File: src/rtl/sdrc_bank_req_accept.sv
// Request-accept stage: takes r2b chunks, buffers them in a FIFO, tracks open rows.
// Ports: r2b_* in / b2r_* out, x2b_* head out, precharge_all, fifo_cnt, proto_err. Opt macro: SDRC_REQ_ACCEPT_CHK_EN
module sdrc_bank_req_accept #(
  parameter int APP_RW   = 9,
  parameter int REQ_ID_W = 4,
  parameter int FIFO_AW  = 2
) (
  input  logic                clk,
  input  logic                reset,
  input  logic                r2b_req,
  input  logic [REQ_ID_W-1:0] r2b_req_id,
  input  logic                r2b_start,
  input  logic                r2b_last,
  input  logic                r2b_wrap,
  input  logic [1:0]          r2b_ba,
  input  logic [11:0]         r2b_raddr,
  input  logic [11:0]         r2b_caddr,
  input  logic [APP_RW-1:0]   r2b_len,
  input  logic                r2b_write,
  output logic                b2r_ack,
  output logic                b2r_arb_ok,
  output logic                x2b_req,
  output logic [REQ_ID_W-1:0] x2b_req_id,
  output logic                x2b_start,
  output logic                x2b_last,
  output logic                x2b_wrap,
  output logic [1:0]          x2b_ba,
  output logic [11:0]         x2b_raddr,
  output logic [11:0]         x2b_caddr,
  output logic [APP_RW-1:0]   x2b_len,
  output logic                x2b_write,
  output logic                x2b_page_hit,
  input  logic                x2b_ack,
  input  logic                precharge_all,
  output logic [FIFO_AW:0]    fifo_cnt,
  output logic                proto_err
);

  typedef struct packed {
    logic [REQ_ID_W-1:0] id;
    logic                start;
    logic                last;
    logic                wrap;
    logic [1:0]          ba;
    logic [11:0]         raddr;
    logic [11:0]         caddr;
    logic [APP_RW-1:0]   len;
    logic                write;
  } chunk_t;

  typedef enum logic {
    BURST_IDLE,
    BURST_ACTIVE
  } burst_e;

  localparam int DEPTH = 2 ** FIFO_AW;
  localparam logic [FIFO_AW:0]   FULL_CNT = {1'b1, {FIFO_AW{1'b0}}};
  localparam logic [FIFO_AW:0]   CNT_ONE  = (FIFO_AW+1)'(1);
  localparam logic [FIFO_AW:0]   CNT_TWO  = (FIFO_AW+1)'(2);
  localparam logic [FIFO_AW-1:0] PTR_ONE  = FIFO_AW'(1);

  chunk_t              mem_q [DEPTH];
  chunk_t              in_c;
  chunk_t              head;
  logic [FIFO_AW-1:0]  wr_ptr_q, rd_ptr_q;
  logic [FIFO_AW:0]    cnt_q, cnt_d;
  logic [FIFO_AW:0]    free_d;
  logic                arb_ok_q;
  logic                full, empty, push, pop;
  logic [3:0]          row_open_q;
  logic [11:0]         open_row_q [4];
  burst_e              state_q, state_d;
  logic                in_burst;

  assign in_c = '{id: r2b_req_id, start: r2b_start, last: r2b_last,
                  wrap: r2b_wrap, ba: r2b_ba, raddr: r2b_raddr,
                  caddr: r2b_caddr, len: r2b_len, write: r2b_write};

  // Full uses registered occupancy only: a same-cycle pop never frees a slot.
  assign full    = (cnt_q == FULL_CNT);
  assign empty   = (cnt_q == '0);
  assign b2r_ack = r2b_req & ~full;
  assign push    = b2r_ack;
  assign pop     = x2b_ack & ~empty;

  always_comb begin
    cnt_d = cnt_q;
    unique case ({push, pop})
      2'b10:   cnt_d = cnt_q + CNT_ONE;
      2'b01:   cnt_d = cnt_q - CNT_ONE;
      default: cnt_d = cnt_q;
    endcase
  end

  assign free_d = FULL_CNT - cnt_d;

  always_ff @(posedge clk) begin
    if (reset) begin
      wr_ptr_q <= '0;
      rd_ptr_q <= '0;
      cnt_q    <= '0;
      arb_ok_q <= 1'b0;
    end else begin
      if (push) wr_ptr_q <= wr_ptr_q + PTR_ONE;
      if (pop)  rd_ptr_q <= rd_ptr_q + PTR_ONE;
      cnt_q    <= cnt_d;
      arb_ok_q <= (free_d >= CNT_TWO);
    end
  end

  always_ff @(posedge clk) begin
    if (push) mem_q[wr_ptr_q] <= in_c;
  end

  assign head       = mem_q[rd_ptr_q];
  assign x2b_req    = ~empty;
  assign x2b_req_id = head.id;
  assign x2b_start  = head.start;
  assign x2b_last   = head.last;
  assign x2b_wrap   = head.wrap;
  assign x2b_ba     = head.ba;
  assign x2b_raddr  = head.raddr;
  assign x2b_caddr  = head.caddr;
  assign x2b_len    = head.len;
  assign x2b_write  = head.write;
  assign b2r_arb_ok = arb_ok_q;
  assign fifo_cnt   = cnt_q;

  // precharge_all wins over the row opened by a same-cycle pop.
  always_ff @(posedge clk) begin
    if (reset) begin
      row_open_q <= '0;
      for (int i = 0; i < 4; i++) open_row_q[i] <= '0;
    end else if (precharge_all) begin
      row_open_q <= '0;
    end else if (pop) begin
      row_open_q[head.ba] <= 1'b1;
      open_row_q[head.ba] <= head.raddr;
    end
  end

  assign x2b_page_hit = x2b_req & row_open_q[head.ba] &
                        (open_row_q[head.ba] == head.raddr);

  always_ff @(posedge clk) begin
    if (reset) state_q <= BURST_IDLE;
    else       state_q <= state_d;
  end

  always_comb begin
    state_d = state_q;
    if (push) begin
      unique case (state_q)
        BURST_IDLE:   if (r2b_start & ~r2b_last) state_d = BURST_ACTIVE;
        BURST_ACTIVE: if (r2b_last) state_d = BURST_IDLE;
        default:      state_d = BURST_IDLE;
      endcase
    end
  end

  always_comb begin
    in_burst = (state_q == BURST_ACTIVE);
  end

`ifdef SDRC_REQ_ACCEPT_CHK_EN
  logic                err;
  logic                perr_q;
  logic                bwr_q;
  logic [REQ_ID_W-1:0] bid_q;

  assign err = push & ((r2b_start & in_burst) |
                       (~r2b_start & ~in_burst) |
                       (r2b_len == '0) |
                       (in_burst & ((r2b_write != bwr_q) |
                                    (r2b_req_id != bid_q))));

  always_ff @(posedge clk) begin
    if (reset) begin
      perr_q <= 1'b0;
      bwr_q  <= 1'b0;
      bid_q  <= '0;
    end else begin
      perr_q <= perr_q | err;
      if (push & r2b_start) begin
        bwr_q <= r2b_write;
        bid_q <= r2b_req_id;
      end
    end
  end

  assign proto_err = perr_q;
`else
  logic unused_in_burst;
  assign unused_in_burst = in_burst;
  assign proto_err       = 1'b0;
`endif

endmodule
File: config.mk
export PLATFORM = sky130hd
export DESIGN_NAME = sdrc_bank_req_accept
export DESIGN_NICKNAME = d
export VERILOG_FILES = /design/src/rtl/sdrc_bank_req_accept.sv
export SDC_FILE = /design/constraint.sdc
export NUM_CORES = 1
export LEC_CHECK = 0
export CORE_ASPECT_RATIO = 2
export CORE_MARGIN = 4
export CORE_UTILIZATION = 51
export DETAILED_ROUTE_END_ITERATION = 6
export HOLD_SLACK_MARGIN = 0.08
export PLACE_DENSITY_LB_ADDON = 0.05
export SLEW_MARGIN = 30
export SYNTH_ARGS = -nofsm -noshare
export SYNTH_HDL_FRONTEND = slang
export SYNTH_SLANG_ARGS = --single-unit
File: constraint.sdc
create_clock -name clk -period 2.5 [get_ports clk]
set_input_delay 0.5 -clock clk [delete_from_list [all_inputs] [get_ports clk]]
set_output_delay 0.5 -clock clk [all_outputs]
set_load 0.02 [all_outputs]
==> results, run 1 <==
- Compared with the post-synthesis result, the final layout area differs by 26.2%.
- The Yosys step of the flow raised 0 warnings.
- The worst hold path terminates at row_open_q[3]$_SDFFE_PP0N_.
- The synthesized cell area is 9190 µm².
- STA classifies the critical path endpoint as a primary output.
- Entering global routing, the biggest net connects 44 pins.
- The height of the die is roughly 200 µm.
- The final layout contains 694 nets.
- The largest family of logic cells by synthesized area is multiplexers.
- The clock-pin slew on the worst setup and hold paths is 0.07 ns.
- The startpoint-to-endpoint class of the critical path is register to primary output.
- The number of antenna violations at the first check in global routing was 0.
- The global-route wire length before repair is 27,900 µm.
- CTS built an H-tree with a depth of 1.
- Data on the critical path is required at its endpoint by ~2 ns.
- Clock skew on the completed layout was measured at about 0.0073 ns.
- The maximum VDD drop is 0.000694 V.
- The post-synthesis compound-gate area fraction is 1.20%.
- The total area inside the core boundary comes to 17,800 µm².
- Setup repair after global routing could not meet its margin everywhere.
- Setup violations remaining at the end of the flow were counted as 28.
- In the global route stage, overall resource usage came out at 18.1%.
- The depth of the worst hold-timing path is 2.
- Port buffering added 97 buffers.
- The startpoint class of the critical path is a register.
- The routed length per instance is 20.5 µm.
- The diode insertion count for antenna repair is 0.
- The total power is 12,500 µW.
- TritonCTS built the clock tree.
- The number of buffers and inverters on the critical path is 2.
- The first routing iteration left 165 violations.
- Cells with a size suffix above 1 make up between 20% and 30% of the layout.
- The arrival time reported for the critical path endpoint is 2.67 ns.
- The checks that failed: setup timing.
- The origin of the critical flop-to-flop path is fifo_cnt[2]$_SDFF_PP0_.
- The number of different library cells used by synthesis comes to 37.
- The area enclosed by the die boundary is roughly 20,000 µm².
- The number of vias per cell after detailed routing is 5.47.
- The floorplan has a little under 70 rows.
- The die span in x is 103 µm.
- The number of fillers in the final layout is 1,236.
- The simple-gate area share of the yosys netlist is 3.84%.
- In the synthesized netlist the async set-or-reset flop fraction comes to 0%.
- The worst path uses 127% of the clock period.
- The sequential element share of the synthesized area is 74.9%.
- The kind of cell with the highest combined delay along the critical path is multiplexers.
- In this run, synthesis produced a sequential element count of 234.
- The run finished, with violations left.
- The count of mapped cells out of synthesis is 486.
- The slowest library cell on the worst path is sky130_fd_sc_hd__mux4_2.
- Subtracting the final worst setup slack from the clock period gives 3.17 ns.
- The number of remaining DRC errors is 0.
- Setup slack on the worst reg-to-reg path comes out at 0.12 ns.
- The number of global-route vias before repair came to 5,245.
- The synthesized netlist devotes 1.72% of its cell area to XOR and XNOR gates.
- At the later pin of the worst-skew pair, clock insertion delay measures 0.49 ns.
- The portion of synthesized area spent on multiplexers is 14.7%.
- The final hold violation count is 0.
- The areal power density over the cells is 1080 nW/µm².
- After synthesis, the mean cell area works out to approximately 19 µm².
- Clock tree synthesis inserted a total of 20 buffers.
- The achievable clock frequency is 0.316 GHz.
- The number of cells on the worst reg-to-reg path is 8.
- The worst register-to-register path ends at b2r_arb_ok$_SDFF_PP0_.
- The adder-cell share of the synthesized area is around 1.2%.
- Across all layers, the routed design uses 4,719 vias.
- The tree is rooted in a sky130_fd_sc_hd__clkbuf_16.
- The final wirelength is 17,700 µm.
- The number of clock sinks seen by CTS is 234.
- The reported max-cap violation count is 0.
- Setup slack on the critical path of the routed design comes to -0.669 ns.
- The placer's final routability congestion estimate is 0.793.
- The largest fanout on the critical path is 22.
- Yosys mapped a number of flops with a built-in enable equal to 220.
- Counting stages on the worst path, the most repeated cell is sky130_fd_sc_hd__mux2i_1.
- The largest stage delay on the critical path is 0.53 ns.
- The final-report max-slew violation count came to 0.
- The hold buffer count at cts is 0.
- The source of the worst hold timing path is row_open_q[3]$_SDFFE_PP0N_.
- The tightest min-delay check is of the register to register type.
- Summed over all cells, the static leakage comes to 0.00416 µW.
- The final design utilization is between 60 and 70%.
- The post-route antenna net violation count is 0.
- The worst hold-check slack is 0.469 ns.
- The sum of negative setup slack is -2.67 ns.
- The top flip-flop cell by instance count after synthesis is sky130_fd_sc_hd__edfxtp_1.
- The starting density of the core is 51.7%.
- The estimated wirelength of the detail-placed design is 11,400 µm.
- Traced cell by cell, the critical path runs through mux4_2 -> buf_12 -> mux2i_1 -> mux2i_1 -> xnor2_1 -> nand4_1 -> nor4_4 -> buf_4.
- 99 I/O pins were placed.
- The number of detailed-routing iterations run before antenna repair is 4.
- The number of nets produced by synthesis is between 500 and 600.
- The total overflow left after global routing is 0.
- The clock tree buffer depth is 3.
==> per-layer routing <==
metal	vias to the layer above	share of wire [%]	track usage, %
met1	2407	37	20.7
li1	2174	-	-
met3	30	4.5	3.28
met4	0	2.2	5.24
met5	-	0	0
met2	108	57	33.6
==> sequential cells by signal, summed over array words and instances (netlist names), named ones only <==
signal and count:
mem_q 172, open_row_q 48, row_open_q 4, fifo_cnt 3, rd_ptr_q 2, wr_ptr_q 2, b2r_arb_ok 1
==> Yosys cell counts (all sizes together) (2+ instances only) <==
cell type / number / share of area [%]
a21boi: 2 / 0.16
a21o: 3 / 0.25
a21oi: 5 / 0.27
a31oi: 2 / 0.14
and2: 5 / 0.34
buf: 12 / 1.0
clkbuf: 13 / 0.53
dfxtp: 14 / 3.0
edfxtp: 220 / 72
ha: 7 / 0.95
inv: 21 / 0.86
mux2i: 38 / 4.1
mux4: 43 / 11
nand2: 14 / 0.57
nand2b: 2 / 0.14
nand4: 3 / 0.20
nor2: 48 / 2.0
nor3: 3 / 0.16
xnor2: 15 / 1.4
xor2: 3 / 0.29
==> how the worst max path moves through the flow <==
stage,from,to,depth (start not counted)
CTS,register,x2b_page_hit,8
detailed placement,register,x2b_page_hit,9
floorplan,register,x2b_page_hit,9
global route,register,x2b_page_hit,8
finish,register,x2b_page_hit,8
global placement,register,x2b_page_hit,9
==> worst reg2reg max path, delay by kind of cell, from the launching register on <==
family	cells	cell delay, ns
adders and majority gates	3	0.83
and+or+nand+nor	2	0.61
DFF	1	0.34
muxes	1	0.26
xor gates and xnor gates	1	0.13
AOI/OAI and AO/OA	1	0.09
==> where the power goes <==
part,switching (µW),internal (µW)
sequential,132,4770
combinational,2300,2410
clock,1280,1640
total,3710,8820
==> per-stage QoR <==
stage                     instances  cell area (µm²)  setup slack [ns]
after floorplan                 486             9220            -0.164
after detailed placement        814            10800            -0.669
after global placement          814            10800            -0.632
after global routing            863            11600            -0.816
after CTS                       859            11600            -0.693
final                           863            11600            -0.669
==> cells by family (layout without fill, tap and decap cells) <==
family,Yosys count,after routing
DFF,234,234
muxes,81,81
and+or+nand+nor,81,81
buffers and inverters,46,210
xor gates and xnor gates,18,18
AOI/OAI and AO/OA,17,17
adders and majority gates,8,8
other,1,1
==> layout by cell type, fill, tap and decap left out, types with 2 or more instances in the layout <==
| cell | netlist | routed |
|---|---|---|
| sky130_fd_sc_hd__edfxtp_1 | 220 | 220 |
| sky130_fd_sc_hd__clkdlybuf4s50_1 | 0 | 53 |
| sky130_fd_sc_hd__nor2_1 | 48 | 48 |
| sky130_fd_sc_hd__mux4_2 | 43 | 43 |
| sky130_fd_sc_hd__buf_6 | 3 | 40 |
| sky130_fd_sc_hd__mux2i_1 | 38 | 38 |
| sky130_fd_sc_hd__buf_4 | 1 | 31 |
| sky130_fd_sc_hd__inv_1 | 21 | 21 |
| sky130_fd_sc_hd__clkbuf_16 | 0 | 21 |
| sky130_fd_sc_hd__buf_12 | 1 | 16 |
| sky130_fd_sc_hd__xnor2_1 | 15 | 15 |
| sky130_fd_sc_hd__nand2_1 | 14 | 14 |
| sky130_fd_sc_hd__dfxtp_1 | 14 | 9 |
| sky130_fd_sc_hd__clkbuf_2 | 0 | 9 |
| sky130_fd_sc_hd__clkbuf_1 | 13 | 6 |
| sky130_fd_sc_hd__a21oi_1 | 5 | 5 |
| sky130_fd_sc_hd__ha_1 | 7 | 5 |
| sky130_fd_sc_hd__and2_2 | 0 | 4 |
| sky130_fd_sc_hd__dfxtp_2 | 0 | 4 |
| sky130_fd_sc_hd__xor2_1 | 3 | 3 |
| sky130_fd_sc_hd__nand4_1 | 3 | 3 |
| sky130_fd_sc_hd__nor3_1 | 3 | 3 |
| sky130_fd_sc_hd__clkinv_2 | 0 | 3 |
| sky130_fd_sc_hd__nand2b_1 | 2 | 2 |
| sky130_fd_sc_hd__a21o_1 | 3 | 2 |
| sky130_fd_sc_hd__a31oi_1 | 2 | 2 |
| sky130_fd_sc_hd__ha_2 | 0 | 2 |
| sky130_fd_sc_hd__buf_2 | 7 | 2 |
| sky130_fd_sc_hd__clkdlybuf4s15_2 | 0 | 2 |
==> layout make-up <==
| cell class | instances | area, µm² | share of cell area (%) |
|---|---|---|---|
| multi-input cells | 206 | 2110 | 18.2 |
| clock buffers | 27 | 548 | 4.73 |
| clock inverters | 7 | 61.3 | 0.529 |
| flip-flops and latches | 234 | 6900 | 59.5 |
| inverters | 21 | 78.8 | 0.680 |
| well taps | 213 | 267 | 2.30 |
| repair buffers | 155 | 1640 | 14.1 |
==> what timing repair did <==
action	CTS	global route
setup endpoints to repair	53	52
hold endpoints to repair	0	0
resized for setup	219	36
setup buffers	11	6
pin swaps	1	1
(Power assumes the default switching activity.)
==> run 2, diff against run 1 <==
Settings changed: CORE_UTILIZATION 51 to 46.
==> run 2 against run 1 <==
  * The flow still finishes with violations (setup timing)
  * Wire length grew 3.7%
  * Sequential power hardly changed
  * Largest power group is now combinational cells
  * Register-to-register slack is essentially flat
  * Setup slack got worse by 0.051 ns
  * Critical path depth stayed put
  * Power increased by 2.5%
  * Sequential share of layout area decreased by 1.0 points
  * Count of clock-buffer cells in the layout unchanged
  * Die area increased by 10%
  * Global-route usage decreased by 0.89 points
  * Worst hold slack is essentially flat
  * Final cell count increased by 5.3%
==> results, run 2 (synthesis results as in run 1) <==
- The clock tree buffer depth was 3 (unchanged).
- The setup slack after layout was -0.720 ns (-0.0514 ns).
- The arrival time reported for the critical path endpoint is 2.72 ns (+0.05 ns).
- The number of buffer cells added on primary ports is 97 (unchanged).
- The number of remaining DRC errors came to 0 (unchanged).
- The path category of the worst min-delay check is register to register.
- The estimated wirelength of the detail-placed design was 11,900 µm (+4.6%).
- The critical path in this run is classified as register to primary output.
- The height of the die was 208 µm (+5.1%).
- The number of placed instances, taps included was 862 (+5.9%).
- The final-report setup violation count is 20 (-29%).
- The die span in x is 108 µm (+4.9%).
- The area enclosed by the die boundary came to 22,400 µm² (+10%).
- The register with the most flip-flops is mem_q.
- Setup repair after global routing could not meet its margin everywhere.
- The post-layout net count is 695 (+0.14%).
- The maximum VDD drop was 0.000785 V (+13%).
- The final-report max-slew violation count is 0 (unchanged).
- The clock latency reported for the late side of the worst-skew pair came to 0.50 ns (about the same).
- The number of clock sinks seen by CTS is 234 (unchanged).
- The final instance count without filler cells was 909 (+5.3%).
- The area occupied by multi-input gates came to 2120 µm² (+0.47%).
- The clock-pin slew on the worst setup and hold paths is 0.07 ns (about the same).
- The final cycle utilization of the critical path is 129% (+2.1 points).
- The number of global-route vias before repair is 5,402 (+3.0%).
- The cell repeated most along the worst path is sky130_fd_sc_hd__mux2i_1.
- The area inside the core boundary came to 19,500 µm² (+9.4%).
- The number of vias per cell after detailed routing was 5.21 (-4.7%).
- The clock root buffer master is sky130_fd_sc_hd__clkbuf_16.
- The critical path required time is 2.00 ns (about the same).
- The number of CTS-inserted buffers was 21 (+5.0%).
- The global-route usage over all layers is 17.2% (-0.89 points).
- The fraction of final layout cells with drive strength greater than 1 was 29.5% (+0.77 points).
- The signal on the critical path passes through mux4_2 -> buf_12 -> mux2i_1 -> mux2i_1 -> xnor2_1 -> nand4_1 -> nor4_4 -> buf_4.
- The reported max-cap violation count was 0 (unchanged).
- The final critical path time including I/O delays and setup was 3.22 ns (+0.0514 ns).
- The final design utilization was 60.6% (-4.6 points).
- The number of detailed-routing iterations run before antenna repair is 4 (unchanged).
- The diode insertion count for antenna repair is 0 (unchanged).
- The total placed instance area is 10,900 µm² (+1.0%).
- The first-iteration detailed-routing DRC count is 175 (+6.1%).
- The largest stage delay on the critical path was 0.53 ns (about the same).
- Relative to the synthesized area, the layout overhead comes to 28.3%.
- The maximum level of the CTS H-tree is 1 (unchanged).
- The detailed-route via count is 4,737 (+0.38%).
- The final global-route overflow total came to 0 (unchanged).
- The routed length per instance is 20.2 µm (-1.5%).
- The number of antenna violations at the first check in global routing came to 0 (unchanged).
- The areal power density over the cells was 1090 nW/µm² (+0.74%).
- The slowest library cell on the worst path is sky130_fd_sc_hd__mux4_2.
- The most common library cell in the layout ignoring fill and taps is sky130_fd_sc_hd__edfxtp_1.
- The final reports fail on setup timing.
- The TritonCTS clock tree is yes.
- The post-route cell area came to 11,800 µm² (+1.7%).
- The largest fanout on the critical path is 21 (-4.5%).
- The run finished, with violations left.
- The row count came to 72 (+4.3%).
- STA classifies the critical path endpoint as a primary output.
- The setup slack on the worst flop-to-flop path is 0.12 ns (about the same).
- The final wirelength came to 18,400 µm (+3.7%).
- The final hold violation count is 0 (unchanged).
- STA classifies the critical path startpoint as a register.
- The starting density of the core is 47.2% (-4.4 points).
- The post-route antenna net violation count came to 0 (unchanged).
- The largest clock skew in the final design came to 0.0146 ns (+0.00730 ns).
- The worst hold-check slack is 0.469 ns (-0.000428 ns).
- The achievable clock frequency came to 0.311 GHz (-1.6%).
- In the layout the commonest cells are sky130_fd_sc_hd__edfxtp_1, sky130_fd_sc_hd__buf_6, sky130_fd_sc_hd__clkdlybuf4s50_1.
- The number of fillers in the final layout was 1,523 (+23%).
- The largest net degree at the start of global routing is 44 (unchanged).
- The largest registers in the layout are mem_q (172), open_row_q (48), row_open_q (4).
- The boundary pin count is 99 (unchanged).
- The placer's final routability congestion estimate is 0.756 (-4.7%).
- The reported leakage power was 0.00420 µW (+0.84%).
- The flip-flop count of the largest register after layout was 172 (unchanged).
- The area of all sequential standard cells is 6900 µm² (unchanged).
- The global-route wire length before repair came to 29,400 µm (+5.4%).
-- run 2: cell count changes in the layout (fill, tap and decap cells not counted), sizes merged --
| cell | change |
|---|---|
| buf | +6 |
| clkbuf | -6 |
| clkinv | -3 |
| clkinvlp | +2 |
| inv | +1 |
-- run 2: final cells by class --
cell class              instances  share of cell area, %
clock buffers                  27                   4.73
clock inverters                 7                  0.626
inverters                      21                  0.668
multi-input cells             206                   18.0
flip-flops and latches        234                   58.5
well taps                     259                   2.75
repair buffers                155                   14.8
-- run 2: repair_timing --
action                                  CTS  global route
gates cloned                              2             0
hold buffers                              0             0
setup buffers                             8             8
pin swaps                                 1             2
resized for setup                       238            54
endpoints found under the setup margin   44            44
-- run 2: path summary, 6_finish.rpt --
kind | startpoint | to | cells past startpoint
max reg2reg | fifo_cnt[2]$_SDFF_PP0_ | b2r_arb_ok$_SDFF_PP0_ | 8
max | register | x2b_page_hit | 8
min reg2reg | row_open_q[3]$_SDFFE_PP0N_ | row_open_q[3]$_SDFFE_PP0N_ | 2
min | row_open_q[3]$_SDFFE_PP0N_ | row_open_q[3]$_SDFFE_PP0N_ | 2
-- run 2: per-layer routing --
layer | global-route usage (%) | share of wire [%] | wire [µm]
met4 | 5.10 | 2.4 | 435
met2 | 32.6 | 58 | 10600
met3 | 2.64 | 4.6 | 842
met5 | 0 | 0 | 0
met1 | 19.4 | 35 | 6480
-- run 2: through the flow --
stage                     setup slack, ns  setup TNS (ns)  total power [µW]
after detailed placement           -0.696           -1.26              9450
after floorplan                    -0.164          -0.164              7560
final                              -0.720           -2.68             12800
after global routing               -0.868           -4.76             13500
after global placement             -0.642           -1.33              9400
after CTS                          -0.760           -5.37             12900
-- run 2: power by group --
group	leakage [µW]	switching (µW)	total, µW	internal (µW)
registers	0.00219	137	4900	4770
logic	0.00171	2370	4930	2560
clock network	0.000295	1330	3010	1680
total	0.00420	3840	12800	9010
-- run 2: worst max-delay path, delay by kind of cell, from the launching register on --
kind                   cells  cell delay, ns
buffers and inverters      2            0.36
flip-flops                 1            0.36
XOR/XNOR                   1            0.14
AND/OR/NAND/NOR            2            0.47
multiplexers               3            0.87
==> run 3, diff against run 2 <==
Settings changed: CORE_UTILIZATION 46 to 45, PLACE_DENSITY set to 0.67, PLACE_DENSITY_LB_ADDON 0.05 to not set.
==> run 3 against run 2 <==
  * The flow still finishes with violations (setup timing)
  * Maximum frequency is 0.23% higher
  * Setup slack better by 0.0073 ns
  * Count of clock-buffer cells in the layout is 3 higher
  * Combinational power is 8.5% lower
  * Worst hold slack worse by 0.0076 ns
  * Largest cell class unchanged
  * Critical path depth stayed put
==> results, run 3 (synthesis results as in run 1) <==
- The number of clock sinks seen by CTS is 234 (unchanged).
- The starting density of the core is 45.9% (-1.3 points).
- The number of vias per cell after detailed routing is 5.19 (-0.33%).
- The sum of negative setup slack was -1.02 ns (+1.66 ns).
- The global-route track usage on met1 is 17.4% (-2.0 points).
- The post-route antenna net violation count is 0 (unchanged).
- The run finished, with violations left.
- The number of remaining DRC errors is 0 (unchanged).
- The die span in x came to 109 µm (+1.0%).
- The internal power of the cells came to 8750 µW (-2.8%).
- The flip-flop count of the largest register after layout is 172 (unchanged).
- The area of all sequential standard cells is 6900 µm² (unchanged).
- The total net switching power is 3750 µW (-2.2%).
- The clock root buffer master is sky130_fd_sc_hd__clkbuf_16.
- The register with the most flip-flops is mem_q.
- The area enclosed by the die boundary is 22,900 µm² (+2.1%).
- The final global-route overflow total is 0 (unchanged).
- The global-route usage over all layers was 16.7% (-0.52 points).
- The routed length per instance is 20.3 µm (+0.61%).
- The combinational power share was 36.1% (-2.2 points).
- The hold buffer count at cts is 0 (unchanged).
- The fraction of final layout cells with drive strength greater than 1 came to 29.2% (-0.35 points).
- Setup repair after global routing could not meet its margin everywhere.
- The global-route wire length before repair is 28,800 µm (-2.2%).
- The number of global-route vias before repair is 5,328 (-1.4%).
- The worst setup path is captured at a primary output.
- The post-layout net count is 693 (-0.29%).
- The depth of the worst hold-timing path is 2 (unchanged).
- The first-iteration detailed-routing DRC count is 194 (+11%).
- The final critical path time including I/O delays and setup is 3.21 ns (-0.00728 ns).
- The number of CTS-inserted buffers came to 21 (unchanged).
- The achievable clock frequency came to 0.311 GHz (+0.23%).
- The clock tree buffer depth is 3 (unchanged).
- The most common library cell in the layout ignoring fill and taps is sky130_fd_sc_hd__edfxtp_1.
- The checks that failed: setup timing.
- The final-report setup violation count was 11 (-45%).
- In the final layout, the registers with the most flip-flops are mem_q (172), open_row_q (48), row_open_q (4).
- The final wirelength is 18,600 µm (+1.1%).
- The area occupied by multi-input gates is 2120 µm² (-0.18%).
- The boundary pin count is 99 (unchanged).
- The total placed instance area is 10,800 µm² (-0.61%).
- The estimated wirelength of the detail-placed design came to 12,100 µm (+1.4%).
- The height of the die is 210 µm (+1.1%).
- The areal power density over the cells is 1080 nW/µm² (-0.59%).
- The TritonCTS clock tree is yes.
- The final hold violation count is 0 (unchanged).
- The headroom to the max-slew limit is roughly three fifths.
- The layer flagged by global routing as most heavily used is met2.
- The reported max-cap violation count is 0 (unchanged).
- In the layout the commonest cells are sky130_fd_sc_hd__edfxtp_1, sky130_fd_sc_hd__clkdlybuf4s50_1, sky130_fd_sc_hd__nor2_1.
- The critical path required time is 2.00 ns (about the same).
- The placer's final routability congestion estimate is 0.784 (+3.7%).
- The detailed-route via count is 4,742 (+0.11%).
- The number of buffer cells added on primary ports was 97 (unchanged).
- The met2 track demand over resource was 32.5% (-0.17 points).
- The arrival time reported for the critical path endpoint is 2.71 ns (about the same).
- The number of antenna violations at the first check in global routing was 0 (unchanged).
- The worst setup path is launched from a register.
- The share of total power in the clock network came to 24.6% (+1.1 points).
- The maximum level of the CTS H-tree is 1 (unchanged).
- The startpoint-to-endpoint class of the critical path is register to primary output.
- For the pin with the worst max-slew slack, the measured transition is 0.623 ns.
- The final-report max-slew violation count is 0 (unchanged).
- The post-route cell area is 11,600 µm² (-2.1%).
- The area inside the core boundary is 20,000 µm² (+2.8%).
- The largest net degree at the start of global routing is 44 (unchanged).
- The path class of the tightest hold or removal check is register to register.
- The clock-pin slew on the worst setup and hold paths is 0.07 ns (about the same).
- The maximum VDD drop is 0.000873 V (+11%).
- The final cycle utilization of the critical path came to 129% (-0.29 points).
- The largest fanout on the critical path came to 23 (+9.5%).
- The number of fillers in the final layout is 1,504 (-1.2%).
- The fraction of power spent switching nets is 30.0% (+0.12 points).
- The diode insertion count for antenna repair is 0 (unchanged).
- The number of cells on the worst reg-to-reg path is 8 (unchanged).
- The met3 demand-to-capacity share in global routing came to 3.10% (+0.46 points).
- The clock latency reported for the late side of the worst-skew pair is 0.49 ns (about the same).
- The number of detailed-routing iterations run before antenna repair is 4 (unchanged).
- The synthesis-to-finish area growth is 25.7%.
- The row count came to 73 (+1.4%).
- The largest clock skew in the final design is 0.0131 ns (-0.00148 ns).
- The share of total power in sequential cells is 39.3% (+1.1 points).
- The reported leakage power is 0.00413 µW (-1.5%).
- The setup slack after layout came to -0.713 ns (+0.00728 ns).
## run 3: cell count changes in the layout (fill, tap and decap cells not counted), sizes merged
cell | previous run | this run
buf | 96 | 98
clkinv | 1 | 5
clkdlybuf4s15 | 3 | 1
clkinvlp | 4 | 1
clkbuf | 30 | 31
inv | 22 | 21
## run 3: worst max-delay path: stages, from the launching register on
cell	delay, ns
sky130_fd_sc_hd__dfxtp_4	0.38
sky130_fd_sc_hd__mux4_2	0.55
sky130_fd_sc_hd__buf_12	0.20
sky130_fd_sc_hd__mux2i_1	0.13
sky130_fd_sc_hd__mux2i_1	0.20
sky130_fd_sc_hd__xnor2_1	0.14
sky130_fd_sc_hd__nand4_1	0.20
sky130_fd_sc_hd__nor4_4	0.24
sky130_fd_sc_hd__buf_4	0.18
## run 3: timing repair
item                                    CTS  global route
resized for setup                       220            13
cloned                                    1             1
endpoints found under the setup margin   44            42
hold endpoints to repair                  0             0
buffers inserted                          8             5
pin swaps                                 2             3
## run 3: power by group through the flow
stage | combinational, µW | clock (µW) | sequential [µW]
after CTS | 4470 | 3140 | 4910
after global placement | 4320 | 0 | 4970
after floorplan | 2580 | 0 | 4980
final | 4510 | 3070 | 4920
after global routing | 4850 | 3310 | 4950
after detailed placement | 4340 | 0 | 5000
## run 3: metrics by stage
stage                     worst slack [ns]  utilization (%)  cells  hold slack (ns)  total power [µW]
after detailed placement            -0.715             54.0    864            0.463              9340
after global routing                -0.838             57.7    913            0.504             13100
after global placement              -0.686             54.0    864            0.447              9280
after CTS                           -0.768             57.4    910            0.473             12500
after floorplan                     -0.164                -    486            0.435              7560
final                               -0.713             57.7    913            0.461             12500
## run 3: final timing paths
kind / from / slack, ns / end
worst max-delay path: register / -0.71 / x2b_page_hit
worst min-delay path: row_open_q[3]$_SDFFE_PP0N_ / 0.46 / row_open_q[3]$_SDFFE_PP0N_
worst max register to register: fifo_cnt[2]$_SDFF_PP0_ / 0.13 / b2r_arb_ok$_SDFF_PP0_
worst min register to register: row_open_q[3]$_SDFFE_PP0N_ / 0.46 / row_open_q[3]$_SDFFE_PP0N_
## run 3: area by class of cell
type	count	share of cell area (%)
clock buffer	30	5.19
clock inverter	7	0.531
timing repair buffer	153	12.7
inverter	21	0.682
sequential	234	59.7
tap	262	2.84
multi-input combinational	206	18.3
## run 3: routing by layer
layer / routed length [µm] / vias up
met1: 6280 / 2428
li1: - / 2169
met3: 790 / 33
met5: 0 / -
met4: 461 / 0
met2: 11000 / 112
